**src/rtl/tx_word_framer.sv**
```systemverilog
// -----------------------------------------------------------------------------
// tx_word_framer
//
// Slices 32-bit upstream words onto an 8/16/32-bit PHY data bus, fills the bus
// with logical idle when there is nothing to send, and periodically inserts a
// SKP ordered set (COM + 3 x SKP) at word boundaries.
//
// A word is accepted on a PCLK edge where in_valid && in_ready. Its first slice
// is on MAC_TX_Data during the following cycle. Later slices follow on
// consecutive cycles. A new word may be accepted while the last slice of the
// previous word is on the bus, so back-to-back words have no gap.
//
// Ports
//   PCLK          in   parallel clock, rising edge
//   Reset_n       in   asynchronous active-low reset
//   tx_enable     in   transmit enable
//   DataBusWidth  in   6   output width 8/16/32, other values treated as 8
//   in_data       in   32  upstream word, byte 0 (bits 7:0) sent first
//   in_datak      in   4   per-byte K flags, bit i qualifies byte i
//   in_valid      in   upstream word valid
//   in_ready      out  framer accepts a word this cycle
//   MAC_TX_Data   out  32  symbols to PHY, bits above active width are 0
//   MAC_TX_DataK  out  4   K flags to PHY, bits above active width are 0
//   MAC_Data_En   out  output word valid
//   skp_sent      out  pulse on the last cycle of each SKP ordered set
// -----------------------------------------------------------------------------
module tx_word_framer #(
  parameter int unsigned SKP_INTERVAL = 1180  // legal 8..65535
) (
  input  logic        PCLK,
  input  logic        Reset_n,
  input  logic        tx_enable,
  input  logic [5:0]  DataBusWidth,
  input  logic [31:0] in_data,
  input  logic [3:0]  in_datak,
  input  logic        in_valid,
  output logic        in_ready,
  output logic [31:0] MAC_TX_Data,
  output logic [3:0]  MAC_TX_DataK,
  output logic        MAC_Data_En,
  output logic        skp_sent
);

  typedef enum logic [1:0] {ST_OFF, ST_IDLE, ST_DATA, ST_SKP} state_t;
  typedef enum logic [1:0] {W8, W16, W32} width_t;

  typedef struct packed {
    logic [3:0]  k;
    logic [31:0] data;
  } sym_t;

  localparam logic [15:0] CNT_LAST = 16'(SKP_INTERVAL - 1);
  // COM (0xBC) in byte 0, three SKP (0x1C) symbols above it, all K symbols.
  localparam logic [31:0] SKP_SYMS = 32'h1C1C_1CBC;
  localparam logic [3:0]  SKP_K    = 4'b1111;

  function automatic width_t decode_width(input logic [5:0] w);
    case (w)
      6'd16:   decode_width = W16;
      6'd32:   decode_width = W32;
      default: decode_width = W8;
    endcase
  endfunction

  // Index of the last slice of a word: N-1.
  function automatic logic [1:0] last_slice(input width_t w);
    case (w)
      W8:      last_slice = 2'd3;
      W16:     last_slice = 2'd1;
      default: last_slice = 2'd0;
    endcase
  endfunction

  // Slice idx of a word at width w, zero-extended to the full bus.
  function automatic sym_t pick_slice(input logic [31:0] d, input logic [3:0] k,
                                      input logic [1:0] idx, input width_t w);
    sym_t s;
    s = '0;
    case (w)
      W8: begin
        s.data[7:0] = d[{idx, 3'b000} +: 8];
        s.k[0]      = k[idx];
      end
      W16: begin
        s.data[15:0] = d[{idx[0], 4'b0000} +: 16];
        s.k[1:0]     = k[{idx[0], 1'b0} +: 2];
      end
      default: begin
        s.data = d;
        s.k    = k;
      end
    endcase
    return s;
  endfunction

  state_t      state_q, state_d;
  logic [1:0]  slice_q, slice_d;
  width_t      width_q, eff_w;
  logic [1:0]  last_idx;
  logic        at_last, boundary, ready_c, accept;
  logic        skp_pending_q, skp_req, enter_skp;
  logic [15:0] cnt_q;
  logic [31:0] word_q;
  logic [3:0]  wordk_q;
  sym_t        sym_d;
  logic        en_d, sent_d;

  // While OFF/IDLE the width register follows the input every cycle, so a
  // word (or SKP) started from IDLE must be sliced with the live width, the
  // same value width_q picks up on that edge. Inside a word the latched value
  // holds.
  assign eff_w    = (state_q == ST_OFF || state_q == ST_IDLE)
                    ? decode_width(DataBusWidth) : width_q;
  assign last_idx = last_slice(eff_w);
  assign at_last  = (slice_q == last_idx);
  assign boundary = (state_q == ST_IDLE) || (state_q == ST_DATA && at_last);
  assign ready_c  = tx_enable && !skp_pending_q && boundary;
  assign accept   = ready_c && in_valid;
  assign in_ready = ready_c;

  assign skp_req   = tx_enable && (state_q != ST_OFF) && (cnt_q == CNT_LAST);
  assign enter_skp = (state_d == ST_SKP) && (state_q != ST_SKP);

  // Next state. At a word boundary a waiting word wins over a SKP request;
  // in_ready is already low while a SKP is pending, so the two never collide.
  always_comb begin
    // NOTE: every variable gets a default first so no path can infer a latch.
    state_d = state_q;
    slice_d = slice_q;
    case (state_q)
      ST_OFF: begin
        if (tx_enable) state_d = ST_IDLE;
      end
      ST_IDLE, ST_DATA: begin
        if (state_q == ST_DATA && !at_last) begin
          slice_d = slice_q + 2'd1;
        end else if (accept) begin
          state_d = ST_DATA;
          slice_d = 2'd0;
        end else if (skp_pending_q) begin
          state_d = ST_SKP;
          slice_d = 2'd0;
        end else if (tx_enable) begin
          state_d = ST_IDLE;
        end else begin
          state_d = ST_OFF;
        end
      end
      ST_SKP: begin
        if (!at_last) slice_d = slice_q + 2'd1;
        else          state_d = tx_enable ? ST_IDLE : ST_OFF;
      end
      default: state_d = ST_OFF;
    endcase
  end

  // Output values for the state being entered; they are registered on the
  // same edge so the bus always shows what state_q describes.
  always_comb begin
    sym_d  = '0;
    en_d   = 1'b0;
    sent_d = 1'b0;
    case (state_d)
      ST_IDLE: en_d = 1'b1;
      ST_DATA: begin
        en_d  = 1'b1;
        sym_d = accept ? pick_slice(in_data, in_datak, slice_d, eff_w)
                       : pick_slice(word_q, wordk_q, slice_d, eff_w);
      end
      ST_SKP: begin
        en_d   = 1'b1;
        sym_d  = pick_slice(SKP_SYMS, SKP_K, slice_d, eff_w);
        sent_d = (slice_d == last_idx);
      end
      default: ;
    endcase
  end

  always_ff @(posedge PCLK or negedge Reset_n) begin
    if (!Reset_n) begin
      state_q      <= ST_OFF;
      slice_q      <= 2'd0;
      width_q      <= W8;
      // NOTE: the word holding register is a handful of flops, not a memory,
      // so it is reset along with everything else for deterministic outputs.
      word_q       <= '0;
      wordk_q      <= '0;
      MAC_TX_Data  <= '0;
      MAC_TX_DataK <= '0;
      MAC_Data_En  <= 1'b0;
      skp_sent     <= 1'b0;
    end else begin
      // NOTE: non-blocking assignments so every flop samples pre-edge values.
      state_q      <= state_d;
      slice_q      <= slice_d;
      if (state_q == ST_OFF || state_q == ST_IDLE) width_q <= decode_width(DataBusWidth);
      if (accept) begin
        word_q  <= in_data;
        wordk_q <= in_datak;
      end
      MAC_TX_Data  <= sym_d.data;
      MAC_TX_DataK <= sym_d.k;
      MAC_Data_En  <= en_d;
      skp_sent     <= sent_d;
    end
  end

  // SKP interval counter and single-entry request flag. A request arriving
  // while one is already pending is simply absorbed.
  always_ff @(posedge PCLK or negedge Reset_n) begin
    if (!Reset_n) begin
      cnt_q         <= '0;
      skp_pending_q <= 1'b0;
    end else begin
      if (state_d == ST_OFF) begin
        cnt_q <= '0;
      end else if (tx_enable && state_q != ST_OFF) begin
        cnt_q <= (cnt_q == CNT_LAST) ? 16'd0 : cnt_q + 16'd1;
      end
      if (enter_skp)    skp_pending_q <= 1'b0;
      else if (skp_req) skp_pending_q <= 1'b1;
    end
  end

endmodule

```
**config.mk**
```make
export PLATFORM = sky130hd
export DESIGN_NAME = tx_word_framer
export DESIGN_NICKNAME = d
export VERILOG_FILES = /design/src/rtl/tx_word_framer.sv
export SDC_FILE = /design/constraint.sdc
export NUM_CORES = 1
export LEC_CHECK = 0
export CAP_MARGIN = 20
export CORE_MARGIN = 8
export CORE_UTILIZATION = 30
export CTS_BUF_LIST = sky130_fd_sc_hd__clkbuf_2 sky130_fd_sc_hd__clkbuf_4 sky130_fd_sc_hd__clkbuf_8
export DETAILED_ROUTE_END_ITERATION = 12
export GPL_TIMING_DRIVEN = 0
export MAX_ROUTING_LAYER = met4
export SKIP_CTS_REPAIR_TIMING = 1
export SLEW_MARGIN = 0
export SYNTH_ARGS = -nofsm -noshare
export SYNTH_HDL_FRONTEND = slang
export SYNTH_SLANG_ARGS = --single-unit
export TNS_END_PERCENT = 5
```
**constraint.sdc**
```tcl
create_clock -name PCLK -period 4.25 [get_ports PCLK]
set_clock_uncertainty 0.1 [all_clocks]
set_input_delay 0.85 -clock PCLK [delete_from_list [all_inputs] [get_ports PCLK]]
set_output_delay 0.85 -clock PCLK [all_outputs]
set_load 0.02 [all_outputs]
```
# [After elaboration in Yosys (flattened, before gate mapping)]
# Index checks and enable logic that the tools add are counted.
[totals] latch_bits=0 out_inout_bits=39 romBits=0 in_bits=46 word_cells=105 memories=0 register_bits=97 mem_bits_rw=0
[classes] mux=48 magnitude_cmp=1 shifts=9 bitwise=0 n_reduce_logical=21 div=0 eq_ne=13 n_mul=0 addsub=2
[ops] op="$pmux 8 s2" n=6
[ops] op="$mux 16" n=5
[ops] op="$pmux 36 s2" n=1
[ops] op="$shiftx 32x6->16" n=2
[ops] op="$shiftx 32x6->8" n=2
[ops] op="$mux 36" n=1
[ops] op="$shiftx 32x6->16 const A" n=1
[ops] op="$shiftx 32x6->8 const A" n=1
[ops] op="$mux 2" n=13
[ops] op="$add 16x1->16 const B" n=1
[ops] op="$eq 16x11->1 const B" n=1
[ops] op="$mux 13" n=1
[ops] op="$pmux 1 s2" n=6
[ops] op="$pmux 2 s2" n=3
[ops] op="$eq 2x2->1 const B" n=4
[ops] op="$logic_and 1x1->1" n=8
[ops] op="$mux 1" n=8
[ops] op="$shiftx 4x3->2" n=2
[ops] op="$bmux 1 s2" n=3
[ops] op="$eq 2x1->1 const B" n=3
[ops] op="$eq 6x5->1 const B" n=1
[ops] op="$eq 6x6->1 const B" n=1
[ops] op="$logic_not 2->1" n=3
[ops] op="$pmux 2 s3" n=1
[ops] op="10 further kinds" n=16

# [Logic depth before layout (Yosys ltp)]
# Gate-level depths: netlist of run 1.
[depth] depth_word=18 mapped_depth=15 mapped_depth_nobuf=13

# [Least setup slack after synthesis of run 1]
# OpenSTA, ideal clock, no wires.
[synth_path] path_kind="input port to output port" startpoint="input port DataBusWidth[1]" endpoint="output port in_ready" n_path_buf=0 required_ns=3.300 cell_stages=5 arrival_time_ns=2.294 path_slack_ns=1.006 path_cell_list="nor4_4 -> a31oi_4 -> xnor2_1 -> a41oi_1 -> nor3_1"
[synth_between] elab_chain_len=9 elab_cells_between_ends=11 cone_classes="4 x eq/ne; 3 x mux; 4 x reduce/logical"
[synth_lines] element="from (decl)" line="33" rtl="input logic [5:0] DataBusWidth,"
[synth_lines] element="$eq 6x6->1 or $eq 6x5->1 (tied branches)" line="58" rtl="case (w)"
[synth_lines] element="$pmux 2 s2 *" line="58"
[synth_lines] element="$mux 2 *"
[synth_lines] element="$eq 2x1->1 or $logic_not 2->1 (tied branches)" line="67" rtl="case (w)"
[synth_lines] element="$pmux 2 s2 *" line="67"
[synth_lines] element="$eq 2x2->1 *" line="115" rtl="assign at_last = (slice_q == last_idx);"
[synth_lines] element="$logic_and 1x1->1 *" line="116" rtl="assign boundary = (state_q == ST_IDLE) || (state_q == ST_DATA && at_last);"
[synth_lines] element="$logic_or 1x1->1 *" line="116"
[synth_lines] element="$logic_and 1x1->1 *" line="117" rtl="assign ready_c = tx_enable && !skp_pending_q && boundary;"
[synth_lines] element="to (decl)" line="37" rtl="output logic in_ready,"
# Mark *: on every way between the ends. The rest lies on a longest branch, timed or not.

# [Final worst setup path of run 1]
[layout_path] startpoint="input port DataBusWidth[1]" endpoint="register word_q[8]"
[layout_between] elab_chain_len=10 elab_cells_between_ends=12 cone_classes="4 x eq/ne; 3 x mux; 5 x reduce/logical"
[layout_lines] element="$eq 6x6->1 or $eq 6x5->1 (tied branches)" line="58"
[layout_lines] element="$pmux 2 s2 *" line="58"
[layout_lines] element="$mux 2 *"
[layout_lines] element="$eq 2x1->1 or $logic_not 2->1 (tied branches)" line="67"
[layout_lines] element="$pmux 2 s2 *" line="67"
[layout_lines] element="$eq 2x2->1 *" line="115"
[layout_lines] element="$logic_and 1x1->1 *" line="116"
[layout_lines] element="$logic_or 1x1->1 *" line="116"
[layout_lines] element="$logic_and 1x1->1 *" line="117"
[layout_lines] element="$logic_and 1x1->1 *" line="118" rtl="assign accept = ready_c && in_valid;"
[layout_lines] element="to (signal assigned)" line="198" rtl="word_q <= in_data;"
[layout_lines] element="to (decl)" line="103" rtl="logic [31:0] word_q;"
# Marks and branches as above.
# A chain may end at the register's enable or synchronous reset.

==> results.sh, run 1 <==
export IMPL_outcome="finished clean"
export IMPL_timing_rr_end="word_q[8]$_DFFE_PN0N_"
export IMPL_final_util_pct=38.3
export IMPL_yosys_warnings=0
export IMPL_final_min_clock_period_ps=3780
export IMPL_die_h_um=147
export IMPL_syn_nets=597
export IMPL_synth_top_area_share_pct=47.3
export IMPL_std_cell_rows=48
export IMPL_cp_end_kind="flip-flop"
export IMPL_crit_end="word_q[8]$_DFFE_PN0N_"
export IMPL_worst_pin_slew_ps=656
export IMPL_netlist_area_sq_um=5130
export IMPL_clock_sinks=97
export IMPL_hold_viol_final=0
export IMPL_worst_ep_arrival_time_ps=4010
export IMPL_antenna_found_initial=0
export IMPL_crit_required_ps=4480
export IMPL_grt_pass1_vias=4764
export IMPL_drtAntennaViolNets=0
export IMPL_cts_tree="yes"
export IMPL_via_per_inst=5.33
export IMPL_grt_pass1_wl_um=25800
export IMPL_slew_violations=0
export IMPL_r2r_start="state_q[1]$_DFF_PN0_"
export IMPL_ys_async_sr_fraction_pct=100
export IMPL_irDropWorstVdd_mv=0.243
export IMPL_synth_most_common_cell="nand2_1"
export IMPL_max_freq_mhz=265
export IMPL_num_vias=4644
export IMPL_synth_edf_count=0
export IMPL_post_dp_hpwl_um=12200
export IMPL_setup_viol=0
export IMPL_coreArea_sq_um=17000
export IMPL_ys_ff_latch=97
export IMPL_yosys_cell_types_count=65
export IMPL_cellLeakagePower_nw=2.80
export IMPL_drt_first_pass_iters=5
export IMPL_die_w_um=147
export IMPL_rrSetupSlack_ps=570
export IMPL_cts_max_level=3
export IMPL_clk_path_buf_depth=2
export IMPL_place_congestion=0.904
export IMPL_clk_pin_slew_ps=100
export IMPL_area_growth_pct=26.9
export IMPL_initial_utilization_pct=30.2
export IMPL_rsz0062_at_grt="false"
export IMPL_synth_top_cell_by_area="dfrtp_1"
export IMPL_maxCapViolCount=0
export IMPL_remaining_drc_errors=0
export IMPL_syn_avg_cell_area_sq_um=9.42
export IMPL_ys_flop_type="dfrtp_1"
export IMPL_postSynthCellCount=545
export IMPL_portBuffers=84
export IMPL_synthTopCellsByCount="nand2_1, dfrtp_1, nor2_1"
export IMPL_yosysSeqAreaShare_pct=47.3
export IMPL_power_mw=3.66
export IMPL_grt_max_degree=51
export IMPL_final_nets=693
export IMPL_path_class="in -> reg"
export IMPL_min_path_type="in -> async"
export IMPL_grt_use_total_pct=15.5
export IMPL_reg2reg_depth=13
export IMPL_antenna_cells=0
export IMPL_setup_tns_ps=0
export IMPL_boundaryPins=85
export IMPL_wl_per_cell_um=18.7
export IMPL_start_kind="primary input"
export IMPL_powerDensity_nw_per_um2=562
export IMPL_post_route_period_util_pct=88.9
export IMPL_clk_latency_ps=380
export IMPL_cts_root_buffer="clkbuf_8"
export IMPL_slew_headroom_pct=55.9
export IMPL_drive_gt1_share_pct=10.1
export IMPL_design_die_area_sq_um=21600
export IMPL_numCtsBuffers=9
export IMPL_grt_overflow=0
export IMPL_ys_top_cells_by_area="dfrtp_1, nand2_1, mux2i_1, o221ai_1, a31oi_1"
export IMPL_cp_startpoint="DataBusWidth[1]"
export IMPL_critPathMaxFanout=10
export IMPL_drt_wl_total_um=16300
export IMPL_dr_first_iter_drc_count=277
metal layers:
| metal | share of wire [%] | global-route usage [%] | wire, um | vias up |
|---|---|---|---|---|
| met5 | 0 | - | 0 | - |
| met4 | 1.8 | 4.28 | 287 | 0 |
| met3 | 5.6 | 3.45 | 906 | 28 |
| met2 | 49 | 25.0 | 7900 | 174 |
| met1 | 44 | 19.1 | 7180 | 2274 |
| li1 | - | - | - | 2168 |
registers in the layout (all words and copies together), names as in the netlist:
| register | flops |
|---|---|
| skp_pending_q | 1 |
| state_q | 2 |
| skp_sent | 1 |
| MAC_TX_Data | 32 |
| MAC_TX_DataK | 4 |
| word_q | 32 |
| MAC_Data_En | 1 |
| width_q | 2 |
| slice_q | 2 |
| cnt_q | 16 |
| wordk_q | 4 |
cell families after synthesis:
family | after synthesis | synth area share [%]
XOR/XNOR | 15 | 2.56
AO/OA/AOI/OAI | 132 | 19.7
buffers and inverters | 47 | 4.78
multiplexers | 18 | 3.80
AND/OR/NAND/NOR | 230 | 20.4
adder cells (fa/ha/maj) | 6 | 1.46
flip-flops | 97 | 47.3
through the flow:
step           hold WS, ps  std cells  setup slack (ps)  instance area (sq um)
5_1_grt                409        871               204                   6520
6_report               379        871               473                   6520
3_3_place_gp           359        854             -1390                   6260
2_1_floorplan          346        545              1010                   5130
3_5_place_dp           364        855             -9.33                   6280
4_1_cts                386        871             -18.3                   6500
layout make-up:
class                      count  area (sq um)
buffer                        35           200
clock buffer                   9           124
clock inverter                 7           100
fill                        1700         10500
inverter                      12          45.0
multi-input combinational    401          2470
sequential                    97          2430
tap                          225           282
timing repair buffer          85           868
worst max-delay path, cell delays in order:
cell             delay, ps
clkdlybuf4s50_1        440
nor4_4                 410
a31oi_4                200
nand3_1                250
a41oi_1                210
nor3_1                 600
buf_2                  330
buf_2                  280
buf_2                  300
nand2_1                 90
nand2_1                 60
worst min path at each step:
stage | from | cells after the start | to | slack, ps
6_report | Reset_n | 1 | MAC_Data_En$_DFF_PN0_ | 380
5_1_grt | Reset_n | 1 | MAC_Data_En$_DFF_PN0_ | 410
4_1_cts | Reset_n | 1 | MAC_Data_En$_DFF_PN0_ | 390
3_5_place_dp | word_q[4]$_DFFE_PN0N_ | 2 | word_q[4]$_DFFE_PN0N_ | 360
3_3_place_gp | word_q[2]$_DFFE_PN0N_ | 2 | word_q[2]$_DFFE_PN0N_ | 360
2_1_floorplan | word_q[0]$_DFFE_PN0N_ | 2 | word_q[0]$_DFFE_PN0N_ | 350
report_power, final:
part	total (mW)	internal, mW	switching (mW)
registers	1.29	1.14	0.151
logic	1.69	0.608	1.09
clock network	0.677	0.336	0.341
total	3.66	2.08	1.58
cell usage in the layout (no fill, tap or decap), types with 6 or more instances in the layout:
master and n:
nand4_1 7, clkbuf_8 9, nand2_1 128, a31oi_1 22, a221oi_1 11, nand3_1 15
xor2_1 9, ha_1 6, o221ai_1 17, a211oi_1 9, o211ai_1 6, buf_2 13
nor2_1 34, clkbuf_1 13, o21ai_0 7, mux2i_1 15, nor3_1 12, clkdlybuf4s50_1 82
a21oi_1 21, dfrtp_1 97, inv_1 8
Note: power is estimated with default switching activity, not from simulation.
==> inputs of run 2 (changes only) <==
--- a/config.mk
+++ b/config.mk
@@ -8,10 +8,11 @@
 export CAP_MARGIN = 20
 export CORE_MARGIN = 8
 export CORE_UTILIZATION = 30
-export CTS_BUF_LIST = sky130_fd_sc_hd__clkbuf_2 sky130_fd_sc_hd__clkbuf_4 sky130_fd_sc_hd__clkbuf_8
 export DETAILED_ROUTE_END_ITERATION = 12
+export GPL_ROUTABILITY_DRIVEN = 0
 export GPL_TIMING_DRIVEN = 0
 export MAX_ROUTING_LAYER = met4
+export REMOVE_ABC_BUFFERS = 1
 export SKIP_CTS_REPAIR_TIMING = 1
 export SLEW_MARGIN = 0
 export SYNTH_ARGS = -nofsm -noshare
==> run 2 against run 1 <==
Design area is 0.29% higher; worst hold slack better by 5.7 ps; non-clock buffer count is 28 lower; wire length is 6.4% lower; power is 3.0% higher; critical endpoint is now MAC_TX_Data[5]$_DFF_PN0_; highest routed layer unchanged.
==> results.sh, run 2 (synthesis gave the netlist of run 1 again) <==
export IMPL_worst_ep_arrival_time_ps=4380
export IMPL_drt_first_pass_iters=5
export IMPL_seqCellArea_sq_um=2430
export IMPL_layout_common_cells="nand2_1, dfrtp_1, clkdlybuf4s50_1"
export IMPL_dp_cells=826
export IMPL_max_freq_mhz=237
export IMPL_rsz0062_at_grt="true"
export IMPL_std_cell_rows=48
export IMPL_maxCapViolCount=0
export IMPL_post_dp_hpwl_um=10700
export IMPL_path_class="in -> reg"
export IMPL_dpl_cell_area_sq_um=6150
export IMPL_drt_wl_total_um=15200
export IMPL_antenna_cells=0
export IMPL_clk_path_buf_depth=2
export IMPL_powerDensity_nw_per_um2=577
export IMPL_largest_registers="MAC_TX_Data x32, word_q x32, cnt_q x16"
export IMPL_hold_depth=2
export IMPL_drtAntennaViolNets=0
export IMPL_wl_per_cell_um=18.1
export IMPL_grt_use_total_pct=14.5
export IMPL_reg2reg_depth=12
export IMPL_irDropWorstVdd_mv=0.229
export IMPL_path_cells="clkdlybuf4s50_1 > nor4_4 > a31oi_4 > nand3_1 > a41oi_1 > nor3_2 > buf_8 > nand2_2 > a311oi_1 > o221ai_1 > o211ai_1"
export IMPL_portBuffers=84
export IMPL_dr_first_iter_drc_count=393
export IMPL_crit_required_ps=4410
export IMPL_initial_utilization_pct=30.2
export IMPL_grt_overflow=0
export IMPL_min_from="word_q[0]$_DFFE_PN0N_"
export IMPL_die_w_um=147
export IMPL_cts_root_buffer="clkbuf_16"
export IMPL_grt_pass1_vias=4586
export IMPL_stdcell_count=842
export IMPL_die_h_um=147
export IMPL_setup_viol=0
export IMPL_clock_sinks=97
export IMPL_worst_pin_slew_ps=1020
export IMPL_cts_tree="yes"
export IMPL_critPathMaxFanout=14
export IMPL_cts_max_level=3
export IMPL_drive_gt1_share_pct=8.59
export IMPL_mostFrequentLayoutCell="nand2_1"
export IMPL_numCtsBuffers=9
export IMPL_via_per_inst=5.38
export IMPL_design_die_area_sq_um=21600
export IMPL_outcome="finished clean"
export IMPL_slew_headroom_pct=31.6
export IMPL_post_route_period_util_pct=99.3
export IMPL_clk_pin_slew_ps=70
export IMPL_final_nets=665
export IMPL_num_vias=4528
export IMPL_grt_max_degree=57
export IMPL_critical_path_slowest_cell="nor3_2"
export IMPL_grt_pass1_wl_um=24700
export IMPL_cp_end_kind="flip-flop"
export IMPL_r2r_start="state_q[1]$_DFF_PN0_"
export IMPL_final_min_clock_period_ps=4220
export IMPL_multi_input_area_sq_um=2510
export IMPL_area_growth_pct=27.3
export IMPL_boundaryPins=85
export IMPL_fillers=1654
export IMPL_remaining_drc_errors=0
export IMPL_slew_violations=0
export IMPL_cp_slowest_stage_delay_ps=860
export IMPL_cellLeakagePower_nw=2.78
export IMPL_cp_startpoint="DataBusWidth[1]"
export IMPL_design_area_sq_um=6530
export IMPL_hold_viol_final=0
export IMPL_antenna_found_initial=0
export IMPL_coreArea_sq_um=17000
export IMPL_min_path_type="reg -> reg"
export IMPL_clk_latency_ps=340
export IMPL_start_kind="primary input"
run 2: where the power goes:
group / internal (mW) / switching [mW]
clock network: 0.534 / 0.354
registers: 1.14 / 0.168
logic: 0.544 / 1.03
run 2: critical path: cells and delay by family:
kind	cells	cell delay, ps
simple gates	4	1720
buf+inv	2	680
compound gates	5	1100
run 2: worst paths after layout:
| kind | slack, ps | end |
|---|---|---|
| max | 30 | MAC_TX_Data[5]$_DFF_PN0_ |
| max reg2reg | 130 | MAC_TX_Data[5]$_DFF_PN0_ |
| min reg2reg | 380 | word_q[0]$_DFFE_PN0N_ |
| min | 380 | word_q[0]$_DFFE_PN0N_ |
| min in group asynchronous | 410 | cnt_q[4]$_DFFE_PN0P_ |
| max in group asynchronous | 2960 | word_q[10]$_DFFE_PN0N_ |
run 2: per-layer routing:
layer	vias to the layer above	wire, um	track usage, %
li1	2110	-	-
met1	2230	6760	18.2
met2	173	7330	22.9
met3	15	1020	3.54
met4	0	138	4.07
met5	-	0	-
run 2: final cells by class:
| cell class | instances | share of cell area, % |
|---|---|---|
| Multi-Input combinational cell | 401 | 38.4 |
| Sequential cell | 97 | 37.2 |
| Timing Repair Buffer | 92 | 14.5 |
| Tap cell | 225 | 4.31 |
| Clock buffer | 10 | 3.66 |
| Clock inverter | 5 | 1.32 |
| Inverter | 12 | 0.689 |
run 2: through the flow:
step	util, %	setup slack [ps]	TNS [ps]	hold WS, ps	total power [mW]
global route	38.4	-156	-560	419	4.02
finish	38.4	28.9	0	385	3.77
global placement	35.6	-4120	-370110	363	2.80
CTS	38.1	-290	-4030	385	3.76
floorplan	-	-1260	-55260	346	2.32
detailed placement	36.2	-583	-12830	368	2.86
